[config.mk]
export PLATFORM = sky130hd
export DESIGN_NAME = multicycle_control_unit
export DESIGN_NICKNAME = d
export VERILOG_FILES = /design/src/rtl/rv32i_pkg.sv /design/src/rtl/rv32i_decoder.sv /design/src/rtl/multicycle_control_unit.sv
export SDC_FILE = /design/constraint.sdc
export NUM_CORES = 1
export LEC_CHECK = 0
export BUFFER_PORTS_ARGS = -buffer_cell sky130_fd_sc_hd__buf_2
export CORE_UTILIZATION = 30
export DETAILED_ROUTE_END_ITERATION = 16
export PLACE_DENSITY = 0.75
export SYNTH_ARGS = -nofsm -noshare
export SYNTH_HDL_FRONTEND = slang
export SYNTH_SLANG_ARGS = --single-unit
[constraint.sdc]
create_clock -name clk -period 1.65 [get_ports clk]
set_clock_uncertainty 0.2 [all_clocks]
set_input_delay 0.165 -clock clk [delete_from_list [all_inputs] [get_ports clk]]
set_output_delay 0.165 -clock clk [all_outputs]
set_load 0.005 [all_outputs]
[src/rtl/rv32i_pkg.sv]
// Shared RV32I encodings for the multi-cycle control unit: opcodes, ALU
// operation codes, FSM states and datapath mux select values.
package rv32i_pkg;

  localparam logic [6:0] OP_TYPE_R  = 7'b0110011;
  localparam logic [6:0] OP_TYPE_I  = 7'b0010011;
  localparam logic [6:0] OP_TYPE_L  = 7'b0000011;
  localparam logic [6:0] OP_TYPE_S  = 7'b0100011;
  localparam logic [6:0] OP_TYPE_B  = 7'b1100011;
  localparam logic [6:0] OP_TYPE_LU = 7'b0110111;
  localparam logic [6:0] OP_TYPE_AU = 7'b0010111;
  localparam logic [6:0] OP_TYPE_J  = 7'b1101111;
  localparam logic [6:0] OP_TYPE_JL = 7'b1100111;

  // ALU operations encoded as {funct7[5], funct3}
  typedef enum logic [3:0] {
    ALU_ADD  = 4'b0000,
    ALU_SUB  = 4'b1000,
    ALU_SLL  = 4'b0001,
    ALU_SLT  = 4'b0010,
    ALU_SLTU = 4'b0011,
    ALU_XOR  = 4'b0100,
    ALU_SRL  = 4'b0101,
    ALU_SRA  = 4'b1101,
    ALU_OR   = 4'b0110,
    ALU_AND  = 4'b0111
  } alu_op_e;

  typedef enum logic [2:0] {
    FETCH  = 3'd0,
    DECODE = 3'd1,
    EXE    = 3'd2,
    MEM    = 3'd3,
    WB     = 3'd4
  } state_e;

  localparam logic [2:0] RFWD_ALU   = 3'd0;
  localparam logic [2:0] RFWD_MEM   = 3'd1;
  localparam logic [2:0] RFWD_IMM   = 3'd2;
  localparam logic [2:0] RFWD_AUIPC = 3'd3;
  localparam logic [2:0] RFWD_PC4   = 3'd4;

  localparam logic [1:0] PCSRC_PC4    = 2'd0;
  localparam logic [1:0] PCSRC_PC_IMM = 2'd1;
  localparam logic [1:0] PCSRC_RS1    = 2'd2;

  // One-hot instruction class; all-zero means unknown opcode
  typedef struct packed {
    logic r;
    logic i;
    logic l;
    logic s;
    logic b;
    logic lui;
    logic auipc;
    logic jal;
    logic jalr;
  } instr_class_t;

endpackage

[src/rtl/rv32i_decoder.sv]
// Combinational opcode classifier and ALU operation generator.
module rv32i_decoder
  import rv32i_pkg::*;
(
  input  logic [6:0]   opcode,
  input  logic [2:0]   funct3,
  input  logic         funct7_5,
  output instr_class_t cls,
  output logic         known,
  output logic [3:0]   alu_ctrl
);

  // Classify the opcode and pick the ALU operation for that class
  always_comb begin
    cls      = '0;
    alu_ctrl = ALU_ADD;
    case (opcode)
      OP_TYPE_R: begin
        cls.r    = 1'b1;
        alu_ctrl = {funct7_5, funct3};
      end
      OP_TYPE_I: begin
        cls.i = 1'b1;
        // Bit 30 is an immediate bit for everything but the shifts
        if (funct3 == 3'b001 || funct3 == 3'b101) alu_ctrl = {funct7_5, funct3};
        else                                       alu_ctrl = {1'b0, funct3};
      end
      OP_TYPE_L:  cls.l = 1'b1;
      OP_TYPE_S:  cls.s = 1'b1;
      OP_TYPE_B: begin
        cls.b    = 1'b1;
        alu_ctrl = {1'b0, funct3};
      end
      OP_TYPE_LU: cls.lui   = 1'b1;
      OP_TYPE_AU: cls.auipc = 1'b1;
      OP_TYPE_J:  cls.jal   = 1'b1;
      OP_TYPE_JL: cls.jalr  = 1'b1;
      default: ;
    endcase
  end

  assign known = |cls;

endmodule

[src/rtl/multicycle_control_unit.sv]
// Multi-cycle RV32I control FSM: FETCH/DECODE/EXE/MEM/WB sequencing with
// combinational datapath enables per state.
module multicycle_control_unit
  import rv32i_pkg::*;
#(
  parameter int ALU_CTRL_W  = 4,
  parameter bit MEM_WAIT_EN = 1'b1
) (
  input  logic                  clk,
  input  logic                  reset,
  input  logic [31:0]           instrCode,
  input  logic                  btaken,
  input  logic                  mem_ready,
  output logic                  irWe,
  output logic                  pcEn,
  output logic [1:0]            pcSrcSel,
  output logic                  regFileWe,
  output logic [ALU_CTRL_W-1:0] aluControl,
  output logic                  aluSrcMuxSel,
  output logic                  dataWe,
  output logic                  dataRe,
  output logic [2:0]            memSize,
  output logic [2:0]            RFWDSrcMuxSel,
  output logic                  illegal_instr,
  output logic [2:0]            state_o
);

  state_e       state_q, state_d;
  instr_class_t cls;
  logic         known;
  logic [3:0]   alu_ctrl;
  logic [2:0]   funct3;
  logic         mem_done;

  // Immediate, register and upper bits are consumed by the datapath, not here
  logic unused_instr_bits;
  assign unused_instr_bits = ^{instrCode[31], instrCode[29:15], instrCode[11:7]};

  assign funct3   = instrCode[14:12];
  assign mem_done = !MEM_WAIT_EN || mem_ready;

  rv32i_decoder u_decoder (
    .opcode   (instrCode[6:0]),
    .funct3   (funct3),
    .funct7_5 (instrCode[30]),
    .cls      (cls),
    .known    (known),
    .alu_ctrl (alu_ctrl)
  );

  // State register; reset always returns to FETCH
  always_ff @(posedge clk) begin
    if (reset) state_q <= FETCH;
    else       state_q <= state_d;
  end

  // Next-state and per-state datapath controls; reset masks every strobe
  always_comb begin
    state_d       = state_q;
    irWe          = 1'b0;
    pcEn          = 1'b0;
    pcSrcSel      = PCSRC_PC4;
    regFileWe     = 1'b0;
    aluControl    = '0;
    aluSrcMuxSel  = 1'b0;
    dataWe        = 1'b0;
    dataRe        = 1'b0;
    memSize       = 3'd0;
    RFWDSrcMuxSel = RFWD_ALU;
    illegal_instr = 1'b0;
    state_o       = state_q;

    case (state_q)
      FETCH: begin
        irWe    = 1'b1;
        state_d = DECODE;
      end
      DECODE: begin
        if (known) begin
          state_d = EXE;
        end else begin
          // Skip the unknown instruction and move on to pc+4
          illegal_instr = 1'b1;
          pcEn          = 1'b1;
          pcSrcSel      = PCSRC_PC4;
          state_d       = FETCH;
        end
      end
      EXE: begin
        aluControl   = ALU_CTRL_W'(alu_ctrl);
        aluSrcMuxSel = cls.i | cls.l | cls.s | cls.jalr;
        state_d      = FETCH;
        if (cls.l || cls.s) begin
          state_d = MEM;
        end else if (cls.b) begin
          pcEn     = 1'b1;
          pcSrcSel = btaken ? PCSRC_PC_IMM : PCSRC_PC4;
        end else if (cls.r || cls.i) begin
          regFileWe     = 1'b1;
          RFWDSrcMuxSel = RFWD_ALU;
          pcEn          = 1'b1;
        end else if (cls.lui) begin
          regFileWe     = 1'b1;
          RFWDSrcMuxSel = RFWD_IMM;
          pcEn          = 1'b1;
        end else if (cls.auipc) begin
          regFileWe     = 1'b1;
          RFWDSrcMuxSel = RFWD_AUIPC;
          pcEn          = 1'b1;
        end else if (cls.jal || cls.jalr) begin
          regFileWe     = 1'b1;
          RFWDSrcMuxSel = RFWD_PC4;
          pcEn          = 1'b1;
          pcSrcSel      = cls.jalr ? PCSRC_RS1 : PCSRC_PC_IMM;
        end
      end
      MEM: begin
        memSize    = funct3;
        aluControl = ALU_CTRL_W'(ALU_ADD);
        dataRe     = cls.l;
        dataWe     = cls.s;
        // Strobes stay asserted until the memory reports completion
        if (mem_done) begin
          if (cls.l) begin
            state_d = WB;
          end else begin
            pcEn    = 1'b1;
            state_d = FETCH;
          end
        end
      end
      WB: begin
        RFWDSrcMuxSel = RFWD_MEM;
        regFileWe     = 1'b1;
        pcEn          = 1'b1;
        state_d       = FETCH;
      end
      default: state_d = FETCH;
    endcase

    if (reset) begin
      state_d       = FETCH;
      irWe          = 1'b0;
      pcEn          = 1'b0;
      pcSrcSel      = PCSRC_PC4;
      regFileWe     = 1'b0;
      aluControl    = '0;
      aluSrcMuxSel  = 1'b0;
      dataWe        = 1'b0;
      dataRe        = 1'b0;
      memSize       = 3'd0;
      RFWDSrcMuxSel = RFWD_ALU;
      illegal_instr = 1'b0;
      state_o       = FETCH;
    end
  end

endmodule

==> impl_metrics.json <==
{
  "outcome": "complete, but fails checks",
  "violations": "design-rule violations, negative setup slack",
  "viasPerCell": 5.27,
  "start_util_pct": 33.3,
  "setup_ws_ns": -0.181,
  "largest_register_ff_count": 3,
  "antenna_found_initial": 0,
  "drtIter0Drc": 15,
  "synth_xor_area_share_pct": 0,
  "place_congestion": 0.829,
  "portBuffers": 36,
  "synth.yosys.seq_area_share_pct": 11.5,
  "avgSynthCellArea_um2": 6.72,
  "reg_top3": "state_q (3)",
  "cts_made_buffers": 3,
  "htree_levels": 1,
  "fin_crit_sh_pct": 111,
  "power_density_nw_per_um2": 383,
  "via_count": 796,
  "ios": 58,
  "dp_slack_ns": -0.0899,
  "path_clk_slew_ns": 0.04,
  "grt_first_pass_wirelength_um": 3060,
  "stdcell_count": 151,
  "path_cells": "nor2_4, nand3_2, or3_4, a21oi_2, buf_2",
  "synth_top_cell_by_area": "dfxtp_1",
  "fp.dieH_um": 43.8,
  "syn_area_um2": 524,
  "tightestPinTransition_ns": 0.250,
  "ys_warn_count": 0,
  "critPathMaxFanout": 3,
  "drv_cap": 0,
  "grt_overflow": 0,
  "synth_top_family_by_area": "simple AND/OR/NAND/NOR gates",
  "fin_nets": 172,
  "ant_nets": 0,
  "die_x_um": 43.8,
  "slowest_delay_ns": 0.44,
  "synth-simple-area-share_pct": 58.7,
  "critical_path.slowest_cell": "or3_4",
  "drt_wl_total_um": 1960,
  "synth_edf_count": 0,
  "area_growth_pct": 87.8,
  "top_register": "state_q",
  "grt_pass1_vias": 774,
  "drc": 3,
  "finalSetupViolCount": 11,
  "ys.flop_type": "dfxtp_1",
  "netlist_instances": 78,
  "grt_max_degree": 10,
  "die_area_um2": 1920,
  "syn_nets": 114,
  "cts_tree": "built",
  "synth_cell_types": 36,
  "synthTopCellsByArea": "dfxtp_1, and2_1, nor2_1",
  "clock_sinks": 3,
  "required_ns": 1.28,
  "leakagePower_uw": 0.000488,
  "synth_top_cell_area_share_pct": 11.5,
  "crit_family": "simple AND/OR/NAND/NOR gates",
  "root_buffer": "clkbuf_4",
  "critPathLaunchType": "register",
  "insertion_delay_ns": 0.24,
  "ctsLongestPathBuffers": 2,
  "ys_ff_latch": 3,
  "yosys.area_share.adder_pct": 0,
  "fin_crit_ns": 1.83,
  "synth_compound_area_share_pct": 20.5,
  "finalPower_uw": 377,
  "grt_use_total_pct": 20.9,
  "cp.arrival_ns": 1.47,
  "dp.cells": 145,
  "vdd_drop_max_mv": 0.174,
  "hold_violations": 0,
  "endpoint_kind": "output port",
  "rows": 14,
  "muxShareOfSynthArea_pct": 0,
  "insertedDiodeCount": 0,
  "drive_above_1_share_pct": 63.7,
  "hold_class": "input port to register",
  "path_class": "register to output port",
  "rsz0062_at_grt": "true",
  "synthArstFlopShare_pct": 0,
  "slew_headroom_pct": 83.1,
  "max_freq_mhz": 546,
  "place_hpwl_um": 1460,
  "core_area_um2": 1580,
  "slew_violations": 0,
  "dr.pass1.iters": 10,
  "post_drt_wl_per_cell_um": 13.0,
  "synth_common_cells": "nor2_1, and2_1, a21oi_1, inv_1, nand2_1",
  "cp_num_buf_inv": 1,
  "yosysMostFrequentCell": "nor2_1"
}
[power breakdown]
| group | total [uW] | leakage [uW] | switching (uW) | internal [uW] |
|---|---|---|---|---|
| Clock | 136 | 0.0000150 | 45.1 | 91.1 |
| Sequential | 82.4 | 0.0000257 | 4.20 | 78.2 |
| Combinational | 158 | 0.000447 | 77.9 | 80.6 |
| Total | 377 | 0.000488 | 127 | 250 |
[path summary, 6_finish.rpt]
check / from / endpoint / slack [ns] / cells past startpoint
min: instrCode[5] / state_q[2] / 0.09 / 3
max: state_q[2] / pcSrcSel[0] / -0.18 / 5
min reg2reg: state_q[0] / state_q[0] / 0.48 / 2
max reg2reg: state_q[2] / state_q[2] / 0.35 / 4
[stage by stage]
stage / util (%) / setup TNS [ns] / instance area (um2) / hold slack (ns)
6_report: 62.5 / -1.20 / 985 / 0.0888
5_1_grt: 62.5 / -2.22 / 985 / 0.117
4_1_cts: 59.6 / -1.15 / 940 / 0.0784
3_5_place_dp: 53.6 / -0.323 / 845 / 0.260
3_3_place_gp: 53.6 / -0.109 / 845 / 0.258
2_1_floorplan: - / 0 / 528 / 0.130
[layout by cell type (no fill, tap or decap), types with 3 or more instances in the layout]
cell	count
and2_1	7
buf_2	36
buf_4	19
clkbuf_4	3
dfxtp_2	3
inv_1	3
nand2_1	3
nor2_1	8
or2b_1	3
[area by class of cell]
type / instances / area [um2]
flip-flops and latches: 3 / 63.8
clock buffers: 4 / 26.3
multi-input cells: 66 / 504
repair buffers: 58 / 355
inverters: 4 / 15.0
well taps: 16 / 20.0
fillers: 140 / 592
[cells by family (layout without fill, tap and decap cells)]
family	count (synthesis)	in the layout
AOI/OAI and AO/OA	15	15
buffers and inverters	9	66
DFF	3	3
and+or+nand+nor	51	51
[repair_timing]
action                                  4_1_cts  5_1_grt
pin swaps                                    12        6
gates resized for setup                      14       12
hold endpoints to repair                      1        0
hold buffers                                  1        0
setup buffers                                 2        0
endpoints found under the setup margin       17       16
[layer usage]
metal	GRT usage [%]	part of all wire (%)
met1	21.1	40
met4	10.6	1.6
met5	0	0
met2	41.5	53
met3	1.67	5.4
[worst register-to-register path: cells and delay by family, from the launching register on]
kind | cells | cell delay (ns)
flip-flops | 1 | 0.33
AND/OR/NAND/NOR | 3 | 0.53
buffers and inverters | 1 | 0.16
Power figures use the tool's default switching activity.
